--- src/rtl/mem_stage_pkg.sv ---
// Shared types for the memory stage: AMO write-buffer entry and default depth.
package mem_stage_pkg;

  typedef struct packed {
    logic [31:0] addr;
    logic [31:0] data;
    logic [3:0]  mask;
  } amo_wr_entry_t;

  localparam int unsigned AMO_WR_BUF_DEPTH = 4;

endpackage

--- src/rtl/amo_wr_fifo.sv ---
// Generic circular FIFO of AMO write entries; exposes all slots and their
// validity so the parent can run an address-hazard compare.
module amo_wr_fifo import mem_stage_pkg::*; #(
  parameter int unsigned Depth = AMO_WR_BUF_DEPTH
) (
  input  logic                         clk,
  input  logic                         arst_n,
  input  logic                         push_i,
  input  logic                         pop_i,
  input  amo_wr_entry_t                wdata_i,
  output amo_wr_entry_t                head_o,
  output amo_wr_entry_t [Depth-1:0]    entries_o,
  output logic [Depth-1:0]             valid_o,
  output logic                         full_o,
  output logic                         empty_o,
  output logic [$clog2(Depth):0]       count_o
);

  localparam int unsigned IdxW = $clog2(Depth);

  logic [IdxW:0] wr_ptr_q, wr_ptr_d;
  logic [IdxW:0] rd_ptr_q, rd_ptr_d;
  amo_wr_entry_t [Depth-1:0] mem_q, mem_d;

  always_comb begin
    wr_ptr_d = wr_ptr_q + {{IdxW{1'b0}}, push_i};
    rd_ptr_d = rd_ptr_q + {{IdxW{1'b0}}, pop_i};
    mem_d    = mem_q;
    if (push_i) begin
      mem_d[wr_ptr_q[IdxW-1:0]] = wdata_i;
    end
  end

  always_ff @(posedge clk or negedge arst_n) begin
    if (!arst_n) begin
      wr_ptr_q <= '0;
      rd_ptr_q <= '0;
    end else begin
      wr_ptr_q <= wr_ptr_d;
      rd_ptr_q <= rd_ptr_d;
    end
  end

  // Storage is deliberately left unreset; validity comes from the pointers.
  always_ff @(posedge clk) begin
    mem_q <= mem_d;
  end

  assign count_o   = wr_ptr_q - rd_ptr_q;
  assign empty_o   = (wr_ptr_q == rd_ptr_q);
  assign full_o    = (wr_ptr_q[IdxW-1:0] == rd_ptr_q[IdxW-1:0]) &&
                     (wr_ptr_q[IdxW] != rd_ptr_q[IdxW]);
  assign head_o    = mem_q[rd_ptr_q[IdxW-1:0]];
  assign entries_o = mem_q;

  // A slot is valid when its distance from the read index is below count.
  for (genvar i = 0; i < Depth; i++) begin : g_valid
    logic [IdxW-1:0] offset;
    assign offset     = IdxW'(i) - rd_ptr_q[IdxW-1:0];
    assign valid_o[i] = ({1'b0, offset} < count_o);
  end

endmodule

--- src/rtl/amo_wr_buffer.sv ---
// AMO write buffer between the memory stage and shared memory.
// Optional same-cycle bypass when empty: define AMO_WR_BYPASS_EN.
module amo_wr_buffer import mem_stage_pkg::*; #(
  parameter int unsigned DEPTH = AMO_WR_BUF_DEPTH
) (
  input  logic                    clk,
  input  logic                    arst_n,
  input  logic                    amo_mem_wr_req,
  input  logic [3:0]              mask,
  input  logic [31:0]             core_out_mem_addr_in,
  input  logic [31:0]             core_out_mem_data_in,
  output logic                    stall,
  output logic                    shm_req,
  input  logic                    shm_gnt,
  output logic [31:0]             shm_addr,
  output logic [31:0]             shm_wdata,
  output logic [3:0]              shm_mask,
  input  logic [31:0]             chk_addr,
  output logic                    rd_hazard,
  output logic [$clog2(DEPTH):0]  count
);

  amo_wr_entry_t             req_entry;
  amo_wr_entry_t             head;
  amo_wr_entry_t             out_entry;
  amo_wr_entry_t [DEPTH-1:0] entries;
  logic [DEPTH-1:0]          valid;
  logic                      full, empty, push, pop, bypass;

  assign req_entry = '{addr: core_out_mem_addr_in, data: core_out_mem_data_in, mask: mask};

`ifdef AMO_WR_BYPASS_EN
  assign bypass = empty & amo_mem_wr_req;
`else
  assign bypass = 1'b0;
`endif

  // A granted bypass completes immediately, so it must not also be queued.
  assign push    = amo_mem_wr_req & ~full & ~(bypass & shm_gnt);
  assign pop     = ~empty & shm_gnt;
  assign stall   = amo_mem_wr_req & full;
  assign shm_req = ~empty | bypass;

  always_comb begin
    out_entry = bypass ? req_entry : head;
    shm_addr  = out_entry.addr;
    shm_wdata = out_entry.data;
    shm_mask  = out_entry.mask;
  end

  always_comb begin
    rd_hazard = 1'b0;
    for (int i = 0; i < int'(DEPTH); i++) begin
      if (valid[i] && (entries[i].addr[31:2] == chk_addr[31:2]) && |entries[i].mask) begin
        rd_hazard = 1'b1;
      end
    end
    if (bypass && (req_entry.addr[31:2] == chk_addr[31:2]) && |req_entry.mask) begin
      rd_hazard = 1'b1;
    end
  end

  logic [DEPTH-1:0] unused_entry_bits;
  logic             unused_chk_lsb;
  for (genvar i = 0; i < DEPTH; i++) begin : g_unused
    assign unused_entry_bits[i] = ^{entries[i].data, entries[i].addr[1:0]};
  end
  assign unused_chk_lsb = ^chk_addr[1:0];

  amo_wr_fifo #(
    .Depth (DEPTH)
  ) u_fifo (
    .clk       (clk),
    .arst_n    (arst_n),
    .push_i    (push),
    .pop_i     (pop),
    .wdata_i   (req_entry),
    .head_o    (head),
    .entries_o (entries),
    .valid_o   (valid),
    .full_o    (full),
    .empty_o   (empty),
    .count_o   (count)
  );

endmodule

--- config.mk ---
export PLATFORM = sky130hd
export DESIGN_NAME = amo_wr_buffer
export DESIGN_NICKNAME = d
export VERILOG_FILES = /design/src/rtl/mem_stage_pkg.sv /design/src/rtl/amo_wr_fifo.sv /design/src/rtl/amo_wr_buffer.sv
export SDC_FILE = /design/constraint.sdc
export NUM_CORES = 1
export LEC_CHECK = 0
export CAP_MARGIN = 20
export CORE_ASPECT_RATIO = 0.6
export CORE_MARGIN = 3
export CORE_UTILIZATION = 58
export CTS_CLUSTER_DIAMETER = 30
export DETAILED_ROUTE_END_ITERATION = 10
export GPL_ROUTABILITY_DRIVEN = 0
export HOLD_SLACK_MARGIN = 0.08
export PLACE_DENSITY = 0.85
export SYNTH_ARGS = -nofsm -noshare
export SYNTH_HDL_FRONTEND = slang
export SYNTH_SLANG_ARGS = --single-unit
--- constraint.sdc ---
create_clock -name clk -period 13.5 [get_ports clk]
set_input_delay 2.7 -clock clk [delete_from_list [all_inputs] [get_ports clk]]
set_output_delay 2.7 -clock clk [all_outputs]
set_load 0.02 [all_outputs]
* Word level (Yosys, flattened, before mapping)
Cells that the tools add are included. Widths: inputs -> output; s select.
Cells by class: bitwise logic cells 5, reductions and logical operators 14, $lt $le $gt $ge 7, mux-type cells 9, equal/unequal tests 7, $add $sub $neg 7
Operator list (count):
- $bwmux 272 | 1
- $bmux 68 s2 | 1
- $demux 68 s2 | 1
- $mux 68 | 2
- $eq 30x30->1 | 4
- $reduce_or 4->1 | 4
- $lt 2x3->1 | 4
- $logic_and 1x1->1 | 10
- $add 3x1->3 | 2
- $lt 2x3->1 const B | 2
- $mux 1 | 4
- $sub 1x2->2 const A | 2
- $sub 2x2->2 const A | 2
- $and 1x1->1 | 3
- $eq 3x3->1 | 1
- $sub 3x3->3 | 1
- $eq 2x2->1 | 1
- $ge 2x1->1 const B | 1
- $not 1->1 | 2
- $ne 1x1->1 | 1
Word-level totals: bits of input ports 104, output and inout bits 74, flip-flop bits (word level) 278, logic and storage cells 63

* Depth between registers and ports, before layout
Gate-level depths: netlist of run 1.
depth in word-level cells 8, depth in mapped cells 10, depth with buffers taken out 10

* By module
From an unflattened synthesis of run 1, not the netlist that was laid out.
Second synthesis, totals: cells, all modules 602, area total of the unflattened synthesis 12034.0 um2
By module, submodules not included:
- amo_wr_fifo | sequential area each 8318.0 um2, cells each 404, area each 10381.2 um2, times used 1
- amo_wr_buffer | sequential area each 0.0 um2, cells each 198, area each 1652.8 um2, times used 1

* Worst setup path after synthesis of run 1
No wires, ideal clock.
path type in2reg, from in amo_mem_wr_req, to reg u_fifo.mem_q, in the netlist u_fifo.entries_o[0], enable pin, library setup time 592 ps, setup slack 5000 ps, required time 12908 ps, stages on the path 2, arrival time 7909 ps, buffers on the path 0, cells stage by stage nor2b_1 > nor3b_1
Between the ends: cells in the longest elaborated chain, start to end 1
RTL lines:
- start: declaration | line amo_wr_buffer.sv:8 | input logic amo_mem_wr_req,
- $and 1x1->1 | line amo_wr_buffer.sv:39 | assign push = amo_mem_wr_req & ~full & ~(bypass & shm_gnt);
- end signal: assignment | line amo_wr_fifo.sv:46 | mem_q <= mem_d;
- end: declaration | line amo_wr_fifo.sv:23 | amo_wr_entry_t [Depth-1:0] mem_q, mem_d;
No other way between the ends. A chain may end at the register's enable or synchronous reset.

* Worst setup path after layout of run 1
from in chk_addr[25], to out rd_hazard
Between the ends: cells in the longest elaborated chain, start to end 7, elaborated cells on any way between the ends 16, classes of those cells 4 x eq/ne; 4 x mux; 8 x reduce/logical
RTL lines:
- start: declaration | line amo_wr_buffer.sv:18 | input logic [31:0] chk_addr,
- $eq 30x30->1 | line amo_wr_buffer.sv:54 | if (valid[i] && (entries[i].addr[31:2] == chk_addr[31:2]) && |entries[i].mask) begin
- $logic_and 1x1->1 (2 in series) | line amo_wr_buffer.sv:54
- $mux 1 (3 in series) | line amo_wr_buffer.sv:54
- $mux 1 * | line amo_wr_buffer.sv:54
- end: declaration | line amo_wr_buffer.sv:19 | output logic rd_hazard,
Mark *: on every way between the ends. The rest lies on a longest branch, timed or not.

==> results of run 1 <==
[Yosys cell counts, types with 2 or more instances]
library cell	count
edfxtp_1	272
xnor2_1	118
mux4_2	68
nand4_1	27
clkbuf_2	23
ha_1	12
clkbuf_1	10
inv_1	8
nor4_1	8
buf_2	6
buf_4	6
dfrtp_1	6
nor2_1	6
xor2_1	6
o2111ai_1	4
o41ai_1	4
a21oi_1	3
and2_1	2
nand2_1	2
nand3_1	2
nor2b_1	2
nor3b_1	2
[path summary, 6_finish.rpt]
check	cells past startpoint	from	end	slack, ns
setup reg to reg	8	u_fifo.rd_ptr_q[0]	u_fifo.entries_o[59]	8.79
setup / recovery	7	chk_addr[25]	rd_hazard	5.36
max in group asynchronous	1	arst_n	u_fifo.rd_ptr_q[0]	10.81
min in group asynchronous	1	arst_n	u_fifo.wr_ptr_q[1]	2.44
hold / removal	1	u_fifo.wr_ptr_q[2]	u_fifo.wr_ptr_q[2]	0.55
hold reg to reg	1	u_fifo.wr_ptr_q[2]	u_fifo.wr_ptr_q[2]	0.55
[worst reg2reg max path: cells and delay by family, from the launching register on]
family	cells	cell delay (ns)
adders and majority gates	1	0.37
buffers and inverters	3	1.70
and+or+nand+nor	4	1.31
DFF	1	0.83
[registers in the layout (all words and copies together), names as in the netlist]
name / flops
u_fifo.entries_o: 272
u_fifo.wr_ptr_q: 3
u_fifo.rd_ptr_q: 3
[routing by layer]
metal  up-vias  GRT usage  wire length [um]  part of all wire
met5         -          0                73            0.0027
met4        10     0.0463               420             0.015
met3        61      0.115              3660              0.13
met2       345      0.385             12600              0.46
met1      3207      0.343             10700              0.39
li1       2733          -                 -                 -
[cells by family after synthesis]
logic type      share of synthesized area
xor+xnor                           0.0937
fa+ha+maj                          0.0145
flops                               0.707
mux                                 0.130
compound gates                    0.00723
simple gates                       0.0259
buf+inv                            0.0219
[where the power goes]
group	total, W	switching (W)	leakage [nW]	internal, W
Sequential	0.00128	0.000108	2.56	0.00118
Clock	0.000955	0.000361	0.591	0.000594
Combinational	0.00131	0.000701	1.63	0.000613
[metrics by stage]
step	total power (W)	setup WS, ns
final	0.00355	5.36
after global routing	0.00370	5.27
after CTS	0.00358	5.49
after detailed placement	0.00260	5.55
after global placement	0.00257	5.67
after floorplan	0.00207	5.00
[cell type report]
cell class,count,area share
Sequential cell,278,0.558
Multi-Input combinational cell,269,0.216
Timing Repair Buffer,181,0.120
Clock buffer,40,0.0642
Tap cell,266,0.0223
Clock inverter,24,0.0176
Inverter,8,0.00201
==> flow_metrics.py, run 1 <==
metrics = {
    "run_status": {
        "status": "completed",
    },
    "final_layout": {
        "final_cell_area_sq_um": 14900,
        "final_common_cell": "edfxtp_1",
        "multi_input_area_sq_um": 3220,
        "fin_nets": 891,
        "antenna_cells": 0,
        "stdcell_count": 1066,
        "drive_gt1_frac": 0.176,
        "area_growth_pct": 26.8,
        "final_cell_mix": "edfxtp_1, clkdlybuf4s50_1, xnor2_1, mux4_2, clkbuf_16",
        "utilization": 0.767,
        "regArea_sq_um": 8330,
        "n_fill_cell": 1057,
    },
    "floorplanning": {
        "rows": 39,
        "fp.dieW_um": 190,
        "die_area_sq_um": 22100,
        "die_y_um": 116,
        "fp.coreArea_sq_um": 19500,
        "start_util": 0.605,
        "io-pin-count": 178,
    },
    "power_and_ir_drop": {
        "peakVddDrop_mv": 0.167,
        "p_leak_nw": 4.78,
        "p_per_area_nw_per_um2": 238,
    },
    "timing": {
        "grt_setup_unrepaired": "no",
        "slew_viol_final": 0,
        "finalHoldViolCount": 0,
        "fmax_mhz": 123,
        "setup_viol": 0,
        "post-route-min-period_ns": 8.14,
        "relSlewSlack": 0.274,
        "totalNegativeSetupSlack_ns": 0,
        "timing.hold.ws_ns": 0.549,
        "skew_ns": 0.0141,
        "fin_crit_sh": 0.603,
        "worstMarginPinSlew_ns": 1.09,
    },
    "synthesis": {
        "syn_area_sq_um": 11800,
        "synth_fp_nets": 717,
        "synth-edff-count": 272,
        "synth_top_area_cell": "edfxtp_1",
        "yosysTopAreaCellShare": 0.694,
        "syn_inst": 600,
        "seq_area_frac_synth": 0.707,
        "syn_area_per_cell_sq_um": 19.6,
        "synth_area_leaders": "edfxtp_1, mux4_2, xnor2_1",
        "yosysUniqueCellTypes": 25,
        "synth_top_flop_cell": "edfxtp_1",
        "ys_ff_latch": 278,
        "synth_warnings": 0,
        "async_reset_ff_frac": 0.0216,
    },
    "clocking": {
        "cts_setup_buffers": 0,
        "cts_tree": "done",
        "holdBufCountCts": 0,
        "insertion_delay_ns": 0.50,
        "cts_buffers": 36,
        "clock_path_buffers": 3,
        "clock-sinks": 278,
        "clkTransAtPathRegs_ns": 0.05,
        "root_buffer": "clkbuf_16",
        "cts_resized": 0,
        "cts_max_level": 2,
    },
    "hold_path": {
        "hold_class": "reg -> reg",
    },
    "worst_setup_path": {
        "crit_family": "buffers and inverters",
        "path_cells": "clkdlybuf4s50_1 -> xnor2_1 -> nand4_1 -> nor4_1 -> o2111ai_1 -> nand4_1 -> clkdlybuf4s50_1",
        "start_kind": "input port",
        "path_max_fanout": 4,
        "path_class": "in -> out",
        "arrival_ns": 5.44,
        "crit_slowest_cell": "clkdlybuf4s50_1",
        "endpoint_kind": "output port",
        "cp_num_buf_inv": 2,
        "required_ns": 10.80,
        "cpPeakStageDelay_ns": 0.64,
    },
    "route": {
        "drc": 0,
        "detail_route.wl_per_cell_um": 25.8,
        "first_iter_violations": 551,
        "wl_um": 27500,
        "dr.pass1.iters": 5,
        "vias_per_cell": 5.96,
        "ant_nets": 0,
        "vias": 6356,
    },
    "grt": {
        "grt_max_degree": 72,
        "grt_antenna_before_repair": 5,
        "grt_usage": 0.251,
        "grt_first_pass_wirelength_um": 40900,
        "overflow": 0,
        "grt_pass1_vias": 6769,
    },
    "placement": {
        "port_buffers": 175,
        "placed_area_sq_um": 13700,
        "dpl.cell_count": 1002,
        "hpwl_um": 17900,
    },
    "job": {
        "maxCapViolCount": 0,
    },
}
Note: power is estimated with default switching activity, not from simulation.
==> run 2, diff against run 1 <==
Settings changed: CORE_UTILIZATION 58 to 54, PLACE_DENSITY 0.85 to 0.8.
Clock period 13.5 ns to 7.9 ns, I/O delays scaled along.
==> run 2 against run 1 <==
  * Design area rose by 0.30%
  * Non-clock buffer count rose by 2
  * Critical path depth did not move
  * Sequential share of layout area fell by 0.17 points
  * Largest power group unchanged
  * Power rose by 71%
  * Hold slack got worse by 0.018 ns
  * Final cell count rose by 1.8%
  * Critical endpoint unchanged
  * Wire length fell by 1.0%
  * Die area rose by 7.1%
  * Flip-flop and latch count did not move
  * Clock power rose by 72%
==> flow_metrics.py, run 2 (synthesis results as in run 1) <==
metrics = {
    "power_and_ir_drop": {
        "p_leak_nw": 4.80,
        "p_per_area_nw_per_um2": 405,
        "peakVddDrop_mv": 0.222,
    },
    "placement": {
        "dpl.cell_count": 1017,
        "port_buffers": 175,
        "hpwl_um": 18300,
    },
    "grt": {
        "grt_first_pass_wirelength_um": 41000,
        "grt_max_degree": 71,
        "grt_pass1_vias": 6614,
        "overflow": 0,
        "grt_antenna_before_repair": 6,
        "grt_usage": 0.233,
    },
    "worst_setup_path": {
        "path_class": "in -> out",
        "r2r_cells": 9,
        "r2r_slack_ns": 3.33,
        "rr_startpoint": "u_fifo.rd_ptr_q[0]",
        "required_ns": 6.32,
        "crit_path_start": "chk_addr[25]",
        "crit_path_end": "rd_hazard",
        "endpoint_kind": "output port",
        "path_max_fanout": 4,
        "arrival_ns": 4.14,
        "r2r_end": "u_fifo.entries_o[177]",
        "start_kind": "input port",
    },
    "route": {
        "vias_per_cell": 5.85,
        "ant_nets": 0,
        "detail_route.wl_per_cell_um": 25.0,
        "first_iter_violations": 536,
        "wl_um": 27200,
        "dr.pass1.iters": 6,
        "drc": 0,
        "vias": 6345,
    },
    "timing": {
        "fin_crit_sh": 0.725,
        "grt_setup_unrepaired": "no",
        "fmax_mhz": 175,
        "worstMarginPinSlew_ns": 1.08,
        "slew_viol_final": 0,
        "skew_ns": 0.0114,
        "post-route-min-period_ns": 5.72,
        "finalHoldViolCount": 0,
        "setup_viol": 0,
        "totalNegativeSetupSlack_ns": 0,
        "relSlewSlack": 0.282,
    },
    "clocking": {
        "root_buffer": "clkbuf_16",
        "cts_buffers": 37,
        "cts_resized": 0,
        "cts_setup_buffers": 0,
        "cts_max_level": 2,
        "holdBufCountCts": 0,
        "cts_tree": "done",
        "clock-sinks": 278,
        "clkTransAtPathRegs_ns": 0.06,
        "insertion_delay_ns": 0.50,
        "clock_path_buffers": 3,
    },
    "final_layout": {
        "largest_reg_flops": 272,
        "area_growth_pct": 27.2,
        "drive_gt1_frac": 0.183,
        "final_common_cell": "edfxtp_1",
        "stdcell_count": 1085,
        "fin_nets": 894,
        "final_cell_mix": "edfxtp_1, clkdlybuf4s50_1, xnor2_1, mux4_2, clkbuf_16",
    },
    "floorplanning": {
        "fp.dieW_um": 197,
        "start_util": 0.556,
        "rows": 41,
        "io-pin-count": 178,
        "die_y_um": 120,
        "fp.coreArea_sq_um": 21200,
        "die_area_sq_um": 23700,
    },
    "hold_path": {
        "hp-start": "u_fifo.rd_ptr_q[2]",
        "hold_class": "reg -> reg",
    },
    "job": {
        "maxCapViolCount": 0,
    },
    "run_status": {
        "status": "completed",
    },
}
run 2: cell count changes in the layout (fill, tap and decap cells not counted):
| cell | previous run | this run |
|---|---|---|
| diode_2 | 0 | 1 |
| inv_6 | 3 | 9 |
| clkinv_2 | 6 | 3 |
| clkbuf_16 | 38 | 39 |
| clkinv_8 | 1 | 0 |
| bufinv_16 | 4 | 2 |
| clkbuf_1 | 2 | 1 |
| buf_4 | 6 | 8 |
| inv_8 | 1 | 2 |
| clkinv_4 | 2 | 4 |
run 2: worst min path at each step:
| stage | end | cells after the start |
|---|---|---|
| after floorplan | u_fifo.rd_ptr_q[1] | 1 |
| after global placement | u_fifo.rd_ptr_q[2] | 1 |
| after detailed placement | u_fifo.wr_ptr_q[2] | 1 |
| after CTS | u_fifo.wr_ptr_q[2] | 1 |
| after global routing | u_fifo.wr_ptr_q[2] | 1 |
| final | u_fifo.rd_ptr_q[2] | 1 |
run 2: per-layer routing:
layer,share of wire,track usage
met5,0.0028,0
met4,0.011,0.0405
met2,0.45,0.337
met1,0.42,0.339
met3,0.12,0.102
run 2: critical path, stage by stage:
cell and delay, ns:
clkdlybuf4s50_1 0.54, xnor2_1 0.37, nand4_1 0.25, nor4_1 0.38, o2111ai_1 0.17, nand4_1 0.19, clkdlybuf4s50_1 0.65
run 2: final cells by class:
cell class,instances,area [sq um]
fill,1335,6220
multi-input combinational,269,3220
tap,279,349
sequential,278,8330
clock inverter,27,253
clock buffer,40,980
antenna,1,2.50
inverter,8,30.0
timing repair buffer,183,1810
run 2: power by group:
part           internal, W  switching [W]
sequential         0.00201       0.000180
combinational      0.00105        0.00120
clock             0.000987       0.000655
total              0.00404        0.00203
run 2: metrics by stage:
stage	hold WS [ns]	area, sq um	total power [W]	util	setup slack (ns)
finish	0.531	15000	0.00607	0.707	2.18
global placement	0.508	13700	0.00442	0.648	2.32
CTS	0.525	15000	0.00612	0.706	2.24
global route	0.552	15000	0.00633	0.706	2.08
floorplan	0.486	11800	0.00354	-	0.520
detailed placement	0.517	13700	0.00446	0.648	2.26
==> run 3, diff against run 2 <==
Clock period 7.9 ns to 5.7 ns, I/O delays scaled along.
==> run 3 against run 2 <==
  * Final cell count hardly changed
  * Sequential share of layout area is 0.29 points lower
  * Register-to-register slack worse by 1.3 ns
  * Sequential power is 36% higher
  * Critical path depth stayed put
  * Highest routed layer unchanged
==> flow_metrics.py, run 3 (synthesis results as in run 1) <==
metrics = {
    "power_and_ir_drop": {
        "power.internal_w": 0.00571,
        "sequentialPowerShare": 0.351,
        "p_switching_w": 0.00277,
        "peakVddDrop_mv": 0.400,
        "clkPwrFrac": 0.272,
        "p_per_area_nw_per_um2": 564,
        "p_leak_nw": 4.82,
        "pwr-share-comb": 0.377,
        "p_sw_frac": 0.326,
    },
    "worst_setup_path": {
        "start_kind": "input port",
        "cpPeakStageDelay_ns": 0.64,
        "cp_num_buf_inv": 2,
        "path_class": "in -> out",
        "crit_family": "buffers and inverters",
        "crit_slowest_cell": "clkdlybuf4s50_1",
        "path_cells": "clkdlybuf4s50_1 -> xnor2_1 -> nand4_1 -> nor4_1 -> o2111ai_1 -> nand4_1 -> clkdlybuf4s50_1",
        "required_ns": 4.56,
        "crit_path_start": "chk_addr[11]",
        "path_max_fanout": 4,
        "rr_startpoint": "u_fifo.rd_ptr_q[0]",
        "arrival_ns": 3.85,
        "endpoint_kind": "output port",
    },
    "clocking": {
        "insertion_delay_ns": 0.50,
        "clock_path_buffers": 3,
        "cts_resized": 0,
        "cts_max_level": 2,
        "clkTransAtPathRegs_ns": 0.06,
        "clock-sinks": 278,
        "cts_buffers": 40,
        "holdBufCountCts": 0,
        "cts_tree": "done",
        "cts_setup_buffers": 0,
        "root_buffer": "clkbuf_16",
    },
    "timing": {
        "post-route-min-period_ns": 4.99,
        "fin_crit_sh": 0.875,
        "worstMarginPinSlew_ns": 1.11,
        "grt_setup_unrepaired": "no",
        "slew_viol_final": 0,
        "finalHoldViolCount": 0,
        "skew_ns": 0.0161,
        "relSlewSlack": 0.260,
        "setup_viol": 0,
        "totalNegativeSetupSlack_ns": 0,
        "fmax_mhz": 201,
        "timing.hold.ws_ns": 0.528,
    },
    "route": {
        "vias": 6325,
        "wl_um": 27200,
        "dr.pass1.iters": 5,
        "first_iter_violations": 619,
        "ant_nets": 0,
        "detail_route.wl_per_cell_um": 25.1,
        "drc": 0,
        "vias_per_cell": 5.82,
    },
    "floorplanning": {
        "fp.dieW_um": 197,
        "start_util": 0.556,
        "die_area_sq_um": 23700,
        "rows": 41,
        "io-pin-count": 178,
        "die_y_um": 120,
        "fp.coreArea_sq_um": 21200,
    },
    "grt": {
        "grt_first_pass_wirelength_um": 40600,
        "busiest_layer": "met1",
        "overflow": 0,
        "met2_usage": 0.338,
        "use_met1": 0.351,
        "grt_max_degree": 71,
        "grt_antenna_before_repair": 2,
        "grt_pass1_vias": 6600,
        "use_met3": 0.0796,
        "grt_usage": 0.233,
    },
    "run_status": {
        "status": "completed",
    },
    "job": {
        "maxCapViolCount": 0,
    },
    "placement": {
        "hpwl_um": 17800,
        "port_buffers": 175,
        "placed_area_sq_um": 13800,
    },
    "hold_path": {
        "hold_class": "reg -> reg",
        "hp-start": "u_fifo.rd_ptr_q[2]",
    },
    "final_layout": {
        "drive_gt1_frac": 0.176,
        "final_cell_area_sq_um": 15000,
        "area_growth_pct": 27.9,
        "final_common_cell": "edfxtp_1",
        "largest_reg_flops": 272,
        "fin_nets": 896,
        "final_cell_mix": "edfxtp_1, clkdlybuf4s50_1, xnor2_1, mux4_2, clkbuf_16",
        "n_fill_cell": 1322,
    },
}
-- run 3: cell count changes in the layout (fill, tap and decap cells not counted), moves of 2 or more --
cell,delta
clkinv_1,+2
clkinv_2,+2
buf_4,-4
inv_6,-8
buf_12,+3
nor3b_2,-2
nor3b_4,+2
clkbuf_1,+4
clkbuf_16,+2
-- run 3: area by class of cell --
| cell class | count | area [sq um] | area share |
|---|---|---|---|
| sequential | 278 | 8330 | 0.553 |
| multi-input combinational | 269 | 3230 | 0.215 |
| timing repair buffer | 182 | 1840 | 0.122 |
| clock buffer | 46 | 1040 | 0.0694 |
| tap | 279 | 349 | 0.0232 |
| clock inverter | 23 | 223 | 0.0148 |
| inverter | 8 | 30.0 | 0.00200 |
| antenna | 1 | 2.50 | 0.000166 |
-- run 3: worst paths after layout --
path / to / slack [ns] / depth (start not counted)
worst max-delay path: rd_hazard / 0.71 / 7
min in group asynchronous: u_fifo.rd_ptr_q[2] / 0.89 / 1
worst min-delay path: u_fifo.rd_ptr_q[2] / 0.53 / 1
max in group asynchronous: u_fifo.rd_ptr_q[0] / 4.54 / 1
worst min register to register: u_fifo.rd_ptr_q[2] / 0.53 / 1
worst max register to register: u_fifo.entries_o[83] / 2.04 / 8
-- run 3: power by group through the flow --
stage / clock network, W / logic (W) / registers, W
after floorplan: 0 / 0.00191 / 0.00298
after global placement: 0 / 0.00316 / 0.00297
after detailed placement: 0 / 0.00319 / 0.00301
after CTS: 0.00235 / 0.00323 / 0.00298
after global routing: 0.00245 / 0.00338 / 0.00301
final: 0.00231 / 0.00320 / 0.00297
-- run 3: per-stage QoR --
step	worst slack, ns	instances	util	power [W]
6_report	0.713	1086	0.710	0.00848
5_1_grt	0.541	1085	0.710	0.00885
4_1_cts	0.800	1085	0.710	0.00856
3_5_place_dp	0.903	1016	0.650	0.00621
3_3_place_gp	0.957	1016	0.650	0.00614
2_1_floorplan	0.870	600	-	0.00489
-- run 3: layer usage --
metal  vias up  share of wire  wire [um]
met1      3272           0.43      11800
met3        40           0.10       2810
met4         4          0.012        337
li1       2739              -          -
met2       270           0.45      12300
met5         -         0.0012         34
